**config.mk**
```make
export PLATFORM = sky130hd
export DESIGN_NAME = btn_debounce_ctrl
export DESIGN_NICKNAME = d
export VERILOG_FILES = /design/src/rtl/btn_debounce_ctrl.sv
export SDC_FILE = /design/constraint.sdc
export NUM_CORES = 1
export LEC_CHECK = 0
export BUFFER_PORTS_ARGS = -buffer_cell sky130_fd_sc_hd__buf_2
export CELL_PAD_IN_SITES_DETAIL_PLACEMENT = 1
export CELL_PAD_IN_SITES_GLOBAL_PLACEMENT = 2
export CORE_UTILIZATION = 44
export CTS_CLUSTER_DIAMETER = 80
export CTS_CLUSTER_SIZE = 16
export DETAILED_ROUTE_END_ITERATION = 16
export GPL_ROUTABILITY_DRIVEN = 1
export HOLD_SLACK_MARGIN = 0.08
export PLACE_DENSITY = 0.82
export SLEW_MARGIN = 10
export SYNTH_ARGS = -nofsm -noshare
export SYNTH_HDL_FRONTEND = slang
export SYNTH_SLANG_ARGS = --single-unit
```
**constraint.sdc**
```tcl
create_clock -name clk -period 4.8 [get_ports clk]
set_clock_uncertainty 0.1 [all_clocks]
set_input_delay 1.2 -clock clk [delete_from_list [all_inputs] [get_ports clk]]
set_output_delay 1.2 -clock clk [all_outputs]
set_load 0.01 [all_outputs]
```
**src/rtl/btn_debounce_ctrl.sv**
```systemverilog
// Purpose : synchronise, debounce and decode four active-low push buttons into press/level/long/release.
// Latency : btn_pulse/btn_level rise in the cycle after edge k+1+DB_CYC when raw is first sampled low at edge k.
// Backpr. : none; outputs are one-cycle strobes and a level, there is no ready/handshake.
//
// Ports   : clk          system clock
//           rst          asynchronous active-low reset, clears all state
//           btn_raw      raw pins, active-low (0 = pressed)
//           btn_pulse    one-cycle strobe per accepted press (plus repeats when enabled)
//           btn_level    debounced level, 1 = pressed
//           btn_long     one-cycle strobe once per hold reaching LONG_MS
//           btn_release  one-cycle strobe per accepted release
// Options : define BTN_REPEAT_EN to add auto-repeat of btn_pulse while a button stays held
//           (parameters REPEAT_DELAY_MS and REPEAT_MS).

module btn_debounce_ctrl #(
  parameter int CLK_HZ          = 50000000,
  parameter int DEBOUNCE_MS     = 20,
  parameter int LONG_MS         = 3000,
`ifdef BTN_REPEAT_EN
  parameter int REPEAT_DELAY_MS = 500,
  parameter int REPEAT_MS       = 150,
`endif
  parameter int N_BTN           = 4
) (
  input  logic             clk,
  input  logic             rst,
  input  logic [N_BTN-1:0] btn_raw,
  output logic [N_BTN-1:0] btn_pulse,
  output logic [N_BTN-1:0] btn_level,
  output logic [N_BTN-1:0] btn_long,
  output logic [N_BTN-1:0] btn_release
);

  localparam int DB_CYC   = CLK_HZ / 1000 * DEBOUNCE_MS;
  localparam int LONG_CYC = CLK_HZ / 1000 * LONG_MS;
  localparam int DB_W     = $clog2(DB_CYC + 1);
  localparam int LONG_W   = $clog2(LONG_CYC + 1);

  // The IDLE/PRESSED sample that enters a wait state is the first stable sample,
  // so the wait state needs DB_CYC-1 further samples: it fires when cnt holds DB_CYC-2.
  localparam logic [DB_W-1:0]   DB_LAST   = DB_W'(DB_CYC - 2);
  localparam logic [LONG_W-1:0] LONG_SAT  = LONG_W'(LONG_CYC);
  localparam logic [LONG_W-1:0] LONG_PRE  = LONG_W'(LONG_CYC - 2);

`ifdef BTN_REPEAT_EN
  localparam int RPT_DLY_CYC = CLK_HZ / 1000 * REPEAT_DELAY_MS;
  localparam int RPT_CYC     = CLK_HZ / 1000 * REPEAT_MS;
  localparam int RPT_W       = $clog2(RPT_CYC + 1);
  // First repeat is keyed off the hold counter, so the delay must not exceed LONG_MS.
  localparam logic [LONG_W-1:0] RPT_DLY_PRE = LONG_W'(RPT_DLY_CYC - 1);
  localparam logic [RPT_W-1:0]  RPT_LAST    = RPT_W'(RPT_CYC - 1);
`endif

  typedef enum logic [1:0] {
    IDLE       = 2'd0,
    PRESS_WAIT = 2'd1,
    PRESSED    = 2'd2,
    REL_WAIT   = 2'd3
  } state_t;

  // Two-flop synchroniser, reset to the released (high) level.
  logic [N_BTN-1:0] sync1_q;
  logic [N_BTN-1:0] sync2_q;

  always_ff @(posedge clk or negedge rst) begin
    if (!rst) begin
      sync1_q <= '1;
      sync2_q <= '1;
    end else begin
      sync1_q <= btn_raw;
      sync2_q <= sync1_q;
    end
  end

  for (genvar b = 0; b < N_BTN; b++) begin : g_btn
    state_t            state_q;
    logic [DB_W-1:0]   cnt_q;
    logic [LONG_W-1:0] hold_q;
    logic              pulse_q;
    logic              level_q;
    logic              long_q;
    logic              rel_q;
    logic              s;
`ifdef BTN_REPEAT_EN
    logic              rpt_on_q;
    logic [RPT_W-1:0]  rpt_cnt_q;
`endif

    assign s = sync2_q[b];

    always_ff @(posedge clk or negedge rst) begin
      if (!rst) begin
        state_q   <= IDLE;
        cnt_q     <= '0;
        hold_q    <= '0;
        pulse_q   <= 1'b0;
        level_q   <= 1'b0;
        long_q    <= 1'b0;
        rel_q     <= 1'b0;
`ifdef BTN_REPEAT_EN
        rpt_on_q  <= 1'b0;
        rpt_cnt_q <= '0;
`endif
      end else begin
        pulse_q <= 1'b0;
        long_q  <= 1'b0;
        rel_q   <= 1'b0;
        unique case (state_q)
          IDLE: begin
            if (!s) begin
              state_q <= PRESS_WAIT;
              cnt_q   <= '0;
            end
          end
          PRESS_WAIT: begin
            if (s) begin
              state_q <= IDLE;
            end else if (cnt_q == DB_LAST) begin
              state_q   <= PRESSED;
              pulse_q   <= 1'b1;
              level_q   <= 1'b1;
              hold_q    <= '0;
`ifdef BTN_REPEAT_EN
              rpt_on_q  <= 1'b0;
              rpt_cnt_q <= '0;
`endif
            end else begin
              cnt_q <= cnt_q + 1'b1;
            end
          end
          PRESSED: begin
            if (s) begin
              // Hold and the repeat schedule freeze while the release is qualified.
              state_q <= REL_WAIT;
              cnt_q   <= '0;
            end else begin
              // Saturation guarantees btn_long fires only once per press.
              if (hold_q != LONG_SAT) begin
                hold_q <= hold_q + 1'b1;
                if (hold_q == LONG_PRE) long_q <= 1'b1;
              end
`ifdef BTN_REPEAT_EN
              if (!rpt_on_q) begin
                if (hold_q == RPT_DLY_PRE) begin
                  pulse_q   <= 1'b1;
                  rpt_on_q  <= 1'b1;
                  rpt_cnt_q <= '0;
                end
              end else if (rpt_cnt_q == RPT_LAST) begin
                pulse_q   <= 1'b1;
                rpt_cnt_q <= '0;
              end else begin
                rpt_cnt_q <= rpt_cnt_q + 1'b1;
              end
`endif
            end
          end
          REL_WAIT: begin
            if (!s) begin
              state_q <= PRESSED;
            end else if (cnt_q == DB_LAST) begin
              state_q <= IDLE;
              level_q <= 1'b0;
              rel_q   <= 1'b1;
            end else begin
              cnt_q <= cnt_q + 1'b1;
            end
          end
          default: state_q <= IDLE;
        endcase
      end
    end

    assign btn_pulse[b]   = pulse_q;
    assign btn_level[b]   = level_q;
    assign btn_long[b]    = long_q;
    assign btn_release[b] = rel_q;
  end

endmodule
```
Yosys cells after proc, flatten, opt, wreduce, memory -nomap -nowiden. Index checks and enable logic that the tools add are counted.

Bits in registers: 224. Input port bits: 6. Output and inout bits: 16. Word-level logic and storage cells: 258.

Add/subtract/negate cells: 8. Eq/ne operators: 64. Multiplexer cells: 128. Reductions and logical operators: 28.

Operators by type and width (number): 28-bit 2-to-1 mux (16); 20-bit 2-to-1 mux (20); 20-bit one-hot mux with 4 select lines (4); 28-bit one-hot mux with 2 select lines (4); 28-bit by 1-bit adder with 28-bit output, second input constant (4); 28-bit == test, second input constant (4); 28-bit != test, second input constant (4); 20-bit by 1-bit adder with 20-bit output, second input constant (4); 20-bit == test, second input constant (4); 2-bit != test, second input constant (32); 1-bit 2-to-1 mux (52); 2-bit 2-to-1 mux (24); 5-bit AND reduction (8); 2-bit one-hot mux with 4 select lines (4); 4-bit AND reduction (8); 3-bit != test, second input constant (8); 2-bit == test, second input constant (8); 2-bit nonzero test (8); 2-bit by 1-bit == test with 1-bit output, second input constant (4); 2-bit logical NOT (4); 1-bit one-hot mux with 2 select lines (4).

Longest topological paths before layout. Gate-level depths: netlist of the first run.

Depth after elaboration: 5. Mapped depth: 10. Mapped depth without buffers: 8.

Least setup slack after synthesis of the first run. Ideal clock, no wire load.

Path kind: register to register. Start: register g_btn[2].cnt_q[0]. End: register g_btn[2].hold_q[19]. Setup time: 0.124 ns. Data arrival time: 2.413 ns. Required time: 4.576 ns. Path slack: 2.163 ns. Stages on the path, launching flop included: 9. Path buffers: 1. Period minus slack after synthesis: 2.637 ns. Path through: dfrtp_1 -> inv_1 -> ha_1 -> or4b_2 -> nor4b_2 -> nand4_1 -> and2_1 -> clkbuf_1 -> a211o_1.

Longest elaborated chain between the ends: 3.

Ends and longest elaborated chain: start, declared (RTL line 77) `logic [DB_W-1:0] cnt_q;`; start signal, assigned (RTL line 128) `cnt_q <= cnt_q + 1'b1;`; start signal, assigned (RTL line 166) `cnt_q <= cnt_q + 1'b1;`; 20-bit == test (RTL line 118) `end else if (cnt_q == DB_LAST) begin`; 2-bit != test (no source line); 5-bit AND reduction (no source line); end signal, assigned (RTL line 139) `hold_q <= hold_q + 1'b1;`; end, declared (RTL line 78) `logic [LONG_W-1:0] hold_q;`.

No other way between the ends. A chain may end at the register's enable or synchronous reset.

Worst setup path after layout of the first run.
Start: register g_btn[0].cnt_q[8]. End: register g_btn[0].hold_q[1].

Longest elaborated chain between the ends: 3.

Ends and longest elaborated chain (RTL line): start, declared (77); start signal, assigned (128); start signal, assigned (166); 20-bit == test (118); 2-bit != test (no source line); 5-bit AND reduction (no source line); end signal, assigned (139); end, declared (78).

No other way between the ends.

==> flow_metrics.env, run 1 <==
export IMPL_status="complete, no violations"
export IMPL_grt_pass1_wl_um=55800
export IMPL_synth_cell_type_count=73
export IMPL_met1_usage=0.340
export IMPL_met3_usage=0.0220
export IMPL_drtPass1Iterations=5
export IMPL_max_slew_margin_rel=0.196
export IMPL_cts_root_buf="clkbuf_16"
export IMPL_synth_area_leader_cell="dfrtp_1"
export IMPL_synth_area_sq_mm=0.0127
export IMPL_antenna_found_initial=0
export IMPL_synthTopCellsByArea="dfrtp_1 42%, nand2_1 4.7%, nand3_1 4.0%"
export IMPL_hold_viol_final=0
export IMPL_numPortBuffers=21
export IMPL_grt_overflow=0
export IMPL_fmax_mhz=313
export IMPL_cts_resized=0
export IMPL_critPathLaunchType="flop"
export IMPL_crit_path_max_fanout=16
export IMPL_place_ws_ns=1.56
export IMPL_area_growth_pct=6.76
export IMPL_grt_max_degree=88
export IMPL_synthAdderAreaFrac=0.0196
export IMPL_grt_pass1_vias=10800
export IMPL_drc=0
export IMPL_cts_tree="built"
export IMPL_use_met2=0.359
export IMPL_ys_ff_latch=224
export IMPL_core_region_area_sq_mm=0.0282
export IMPL_via_count=11000
export IMPL_slew_viol_final=0
export IMPL_worst_pin_slew_ns=1.21
export IMPL_place_gp_congestion=0.802
export IMPL_drtIter0Drc=596
export IMPL_cp_required_ns=5.05
export IMPL_synth_top_area_frac=0.424
export IMPL_setup_tns_ns=0
export IMPL_synth_compound_gate_area_share=0.177
export IMPL_worstPathArrival_ns=3.45
export IMPL_worstSetupPathType="reg2reg"
export IMPL_hold_class="reg2reg"
export IMPL_die_area_sq_mm=0.0296
export IMPL_period_needed_ns=3.20
export IMPL_die_w_um=172
export IMPL_synth_edf_count=0
export IMPL_cp_end_kind="flop"
export IMPL_numCtsBuffers=18
export IMPL_clk_pin_slew_ns=0.07
export IMPL_synth_top_family_by_area="simple AND/OR/NAND/NOR gates"
export IMPL_grtUsageTotal=0.227
export IMPL_cts_sinks=224
export IMPL_wirelength_um=32700
export IMPL_yosysWarnings=0
export IMPL_fin_crit_sh=0.666
export IMPL_nets=1422
export IMPL_finalSetupViolCount=0
export IMPL_dpl_cell_area_sq_mm=0.0131
export IMPL_async_flop_share=1.00
export IMPL_synth_simple_gate_area_share=0.283
export IMPL_synth_yosys_seq_area_share=0.441
export IMPL_synth_nets=1454
export IMPL_power_uw=3560
export IMPL_clk_latency_ns=0.50
export IMPL_die_y_um=172
export IMPL_ff_latch_area_sq_mm=0.00562
export IMPL_drive_above_1_share=0.0640
export IMPL_num_rows=61
export IMPL_postCtsSetupBuffers=0
export IMPL_syn_inst=1428
export IMPL_synthMuxAreaShare=0.0111
export IMPL_holdBufCountCts=0
export IMPL_n_antenna_cell=0
export IMPL_cts_buffer_depth=3
export IMPL_maxCapViolCount=0
export IMPL_drtAntennaViolNets=0
export IMPL_rsz0062_at_grt="false"
export IMPL_power_density_mw_per_mm2=262
export IMPL_worst_slack_ns=1.60
export IMPL_leakage_uw=0.00564
export IMPL_htree_levels=1
export IMPL_initial_core_util=0.452
export IMPL_ir_drop_v=0.000251
export IMPL_postSynthAreaPerCell_sq_um=8.92
export IMPL_fillers=3294
export IMPL_multiInputGateArea_sq_mm=0.00655
export IMPL_design_area_sq_mm=0.0136
export IMPL_top_usage_layer="met2"
export IMPL_dpl_hpwl_um=22100
export IMPL_synthXorXnorAreaFrac=0.0227
export IMPL_wl_per_cell_um=18.3
export IMPL_io_pins=22
export IMPL_synthFlopType="dfrtp_1"
export IMPL_avgViaCountPerCell=6.14
[per-layer routing]
layer | up-vias | part of all wire
li1 | 5305 | -
met1 | 5531 | 0.51
met2 | 105 | 0.45
met3 | 27 | 0.022
met4 | 0 | 0.013
met5 | - | 0
[state kept, by name, summed over array words and instances (netlist names), named ones only]
register and flops:
g_btn.hold_q 112, g_btn.cnt_q 80, g_btn.level_q 4, g_btn.long_q 4
g_btn.pulse_q 4, g_btn.rel_q 4, g_btn.state_q 4, sync1_q 4
sync2_q 4
[cell families (layout without fill, tap and decap cells)]
kind of cell | Yosys count | in the layout
AND/OR/NAND/NOR | 659 | 659
flip-flops | 224 | 224
multiplexers | 14 | 14
AO/OA/AOI/OAI | 345 | 345
XOR/XNOR | 33 | 33
adder cells (fa/ha/maj) | 20 | 20
buffers and inverters | 133 | 112
[cells in the final DEF (no fill, tap or decap), drive strengths merged, types with 9 or more instances in the layout]
cell / count
a211o: 19
a21oi: 75
a31oi: 68
a41oi: 15
and2: 14
and3: 33
and4: 23
buf: 34
clkbuf: 30
dfrtp: 216
ha: 20
inv: 47
mux2i: 13
nand2: 160
nand2b: 10
nand3: 103
nand4: 48
nor2: 88
nor3: 34
nor4: 33
nor4b: 15
o211a: 9
o211ai: 17
o21ai: 73
or3: 19
or4: 28
or4b: 13
xnor2: 14
xor2: 19
[through the flow]
stage,std cells,util,hold slack (ns)
6_report,1785,0.483,0.257
5_1_grt,1785,0.483,0.260
4_1_cts,1785,0.483,0.258
3_5_place_dp,1754,0.464,0.247
3_3_place_gp,1754,0.464,0.247
2_1_floorplan,1428,-,0.245
[worst max-delay path: stages, from the launching register on]
cell      delay (ns)
dfrtp_1         0.44
or4_1           0.56
nor4_1          0.38
nand4b_1        0.62
nand2_1         0.78
o21ai_0         0.17
[cell usage after synthesis (10+ instances only)]
cell type	n
ha_1	20
a41oi_1	15
and3_1	33
buf_4	17
nor3_1	34
a21oi_1	75
nand3_1	103
xnor2_1	14
and4_1	23
nor4_1	33
xor2_1	19
nor4b_1	13
o21ai_0	69
nand2_1	159
nand4_1	48
nand2b_1	10
nor2_1	88
or4_1	28
dfrtp_1	216
inv_1	46
mux2i_1	13
a31oi_1	68
clkbuf_1	62
and2_1	11
a211o_1	19
or3_1	19
o211ai_1	17
[final timing paths]
kind / slack (ns) / startpoint / endpoint / cells past startpoint
setup / recovery: 1.60 / g_btn[0].cnt_q[8] / g_btn[0].hold_q[1] / 5
hold / removal: 0.26 / sync1_q[0] / sync2_q[0] / 0
setup reg to reg: 1.60 / g_btn[0].cnt_q[8] / g_btn[0].hold_q[1] / 5
hold reg to reg: 0.26 / sync1_q[0] / sync2_q[0] / 0
max in group asynchronous: 3.12 / rst / sync1_q[0] / 2
min in group asynchronous: 0.57 / rst / g_btn[1].level_q / 1
[final cells by class]
class / instances / share of cell area
Multi-Input combinational cell: 1071 / 0.482
Sequential cell: 224 / 0.413
Clock buffer: 30 / 0.0387
Tap cell: 378 / 0.0348
Timing Repair Buffer: 34 / 0.0175
Inverter: 47 / 0.0130
Clock inverter: 1 / 0.00120
[power by group]
part           internal [uW]  switching (uW)
Combinational           37.2            89.2
Clock                    757             722
Sequential              1910            42.8
Total                   2710             854
Power figures use the tool's default switching activity.
==> inputs of run 2 (changes only) <==
- CORE_UTILIZATION: 44 -> 36
- PLACE_DENSITY: 0.82 -> 0.72
- clock period: 4.8 -> 2.9 ns (I/O delays scaled with it)
==> flow_metrics.env, run 2 (same netlist as run 1, synthesis figures left out) <==
export IMPL_cts_root_buf="clkbuf_16"
export IMPL_hold_class="in2reg"
export IMPL_power_density_mw_per_mm2=444
export IMPL_die_w_um=190
export IMPL_worst_pin_slew_ns=0.937
export IMPL_ff2ff_path_depth=5
export IMPL_met1_usage=0.284
export IMPL_initial_core_util=0.367
export IMPL_via_count=11200
export IMPL_antenna_found_initial=0
export IMPL_top_usage_layer="met2"
export IMPL_numPortBuffers=21
export IMPL_hold_viol_final=0
export IMPL_final_common_cell="dfrtp_1"
export IMPL_regMostFlops="g_btn.hold_q"
export IMPL_largest_reg_flops=112
export IMPL_clk_pin_slew_ns=0.08
export IMPL_slew_viol_final=0
export IMPL_maxCapViolCount=0
export IMPL_crit_path_max_fanout=6
export IMPL_period_needed_ns=2.73
export IMPL_wirelength_um=34400
export IMPL_num_rows=68
export IMPL_grt_pass1_wl_um=59300
export IMPL_cts_tree="built"
export IMPL_avgViaCountPerCell=5.81
export IMPL_grt_pass1_vias=11400
export IMPL_reg_top3="g_btn.hold_q: 112 flops, g_btn.cnt_q: 80 flops"
export IMPL_numCtsBuffers=21
export IMPL_whs_ns=0.194
export IMPL_rsz0062_at_grt="false"
export IMPL_drtAntennaViolNets=0
export IMPL_max_slew_margin_rel=0.375
export IMPL_clk_latency_ns=0.52
export IMPL_ir_drop_v=0.000384
export IMPL_core_region_area_sq_mm=0.0347
export IMPL_leakage_uw=0.00600
export IMPL_drc=0
export IMPL_worstSetupPathType="reg2reg"
export IMPL_layout_common_cells="216 x dfrtp_1, 159 x nand2_1, 103 x nand3_1"
export IMPL_worst_slack_ns=0.175
export IMPL_fmax_mhz=367
export IMPL_use_met2=0.318
export IMPL_io_pins=22
export IMPL_cts_buffer_depth=3
export IMPL_drive_above_1_share=0.107
export IMPL_place_gp_congestion=0.775
export IMPL_die_area_sq_mm=0.0361
export IMPL_postCtsSetupBuffers=0
export IMPL_cts_resized=0
export IMPL_fin_crit_sh=0.940
export IMPL_holdBufCountCts=1
export IMPL_grtUsageTotal=0.196
export IMPL_area_growth_pct=12.0
export IMPL_setup_tns_ns=0
export IMPL_design_area_sq_mm=0.0143
export IMPL_cp_end_kind="flop"
export IMPL_cts_sinks=224
export IMPL_nets=1481
export IMPL_worstPathArrival_ns=3.03
export IMPL_place_ws_ns=0.207
export IMPL_wl_per_cell_um=17.9
export IMPL_drtPass1Iterations=4
export IMPL_die_y_um=190
export IMPL_cp_required_ns=3.21
export IMPL_critPathLaunchType="flop"
export IMPL_met3_usage=0.0188
export IMPL_status="complete, no violations"
export IMPL_utilization=0.411
export IMPL_fillers=4035
export IMPL_n_antenna_cell=0
export IMPL_htree_levels=1
export IMPL_dpl_cell_area_sq_mm=0.0136
export IMPL_whs_path_depth=1
export IMPL_grt_max_degree=63
export IMPL_drtIter0Drc=583
export IMPL_dpl_hpwl_um=23500
export IMPL_grt_overflow=0
export IMPL_finalSetupViolCount=0
run 2: metal layers:
| layer | share of wire | up-vias | routed length (um) |
|---|---|---|---|
| li1 | - | 5415 | - |
| met1 | 0.51 | 5667 | 17500 |
| met2 | 0.46 | 66 | 15800 |
| met3 | 0.016 | 30 | 558 |
| met4 | 0.015 | 0 | 501 |
| met5 | 0 | - | 0 |
run 2: worst paths after layout:
check | slack (ns) | startpoint | end
max in group asynchronous | 1.29 | rst | sync1_q[3]
worst max-delay path | 0.17 | g_btn[2].cnt_q[11] | g_btn[2].cnt_q[1]
worst min register to register | 0.26 | sync1_q[0] | sync2_q[0]
min in group asynchronous | 0.66 | rst | g_btn[1].long_q
worst min-delay path | 0.19 | btn_raw[2] | sync1_q[2]
worst max register to register | 0.17 | g_btn[2].cnt_q[11] | g_btn[2].cnt_q[1]
run 2: power by group:
part	internal, uW	total (uW)	switching, uW
sequential	3170	3220	55.9
clock	1510	2860	1340
combinational	82.8	257	174
run 2: per-stage QoR:
stage          cells  total power (uW)
3_3_place_gp    1886              3540
4_1_cts         1924              6470
2_1_floorplan   1428              3380
3_5_place_dp    1886              3550
5_1_grt         1924              6610
6_report        1924              6340
run 2: worst max-delay path, cell delays in order (launching register included):
cell     delay, ns
dfrtp_1       0.42
or4b_1        0.55
or3_1         0.41
or4_1         0.62
mux2_1        0.34
a22o_1        0.18
run 2: area by class of cell:
cell class	instances	area, sq um	share of cell area
multi-input combinational	1071	6550	0.459
timing repair buffer	90	673	0.0472
tap	455	569	0.0399
clock inverter	10	110	0.00772
clock buffer	27	568	0.0398
sequential	224	5620	0.394
inverter	47	176	0.0124
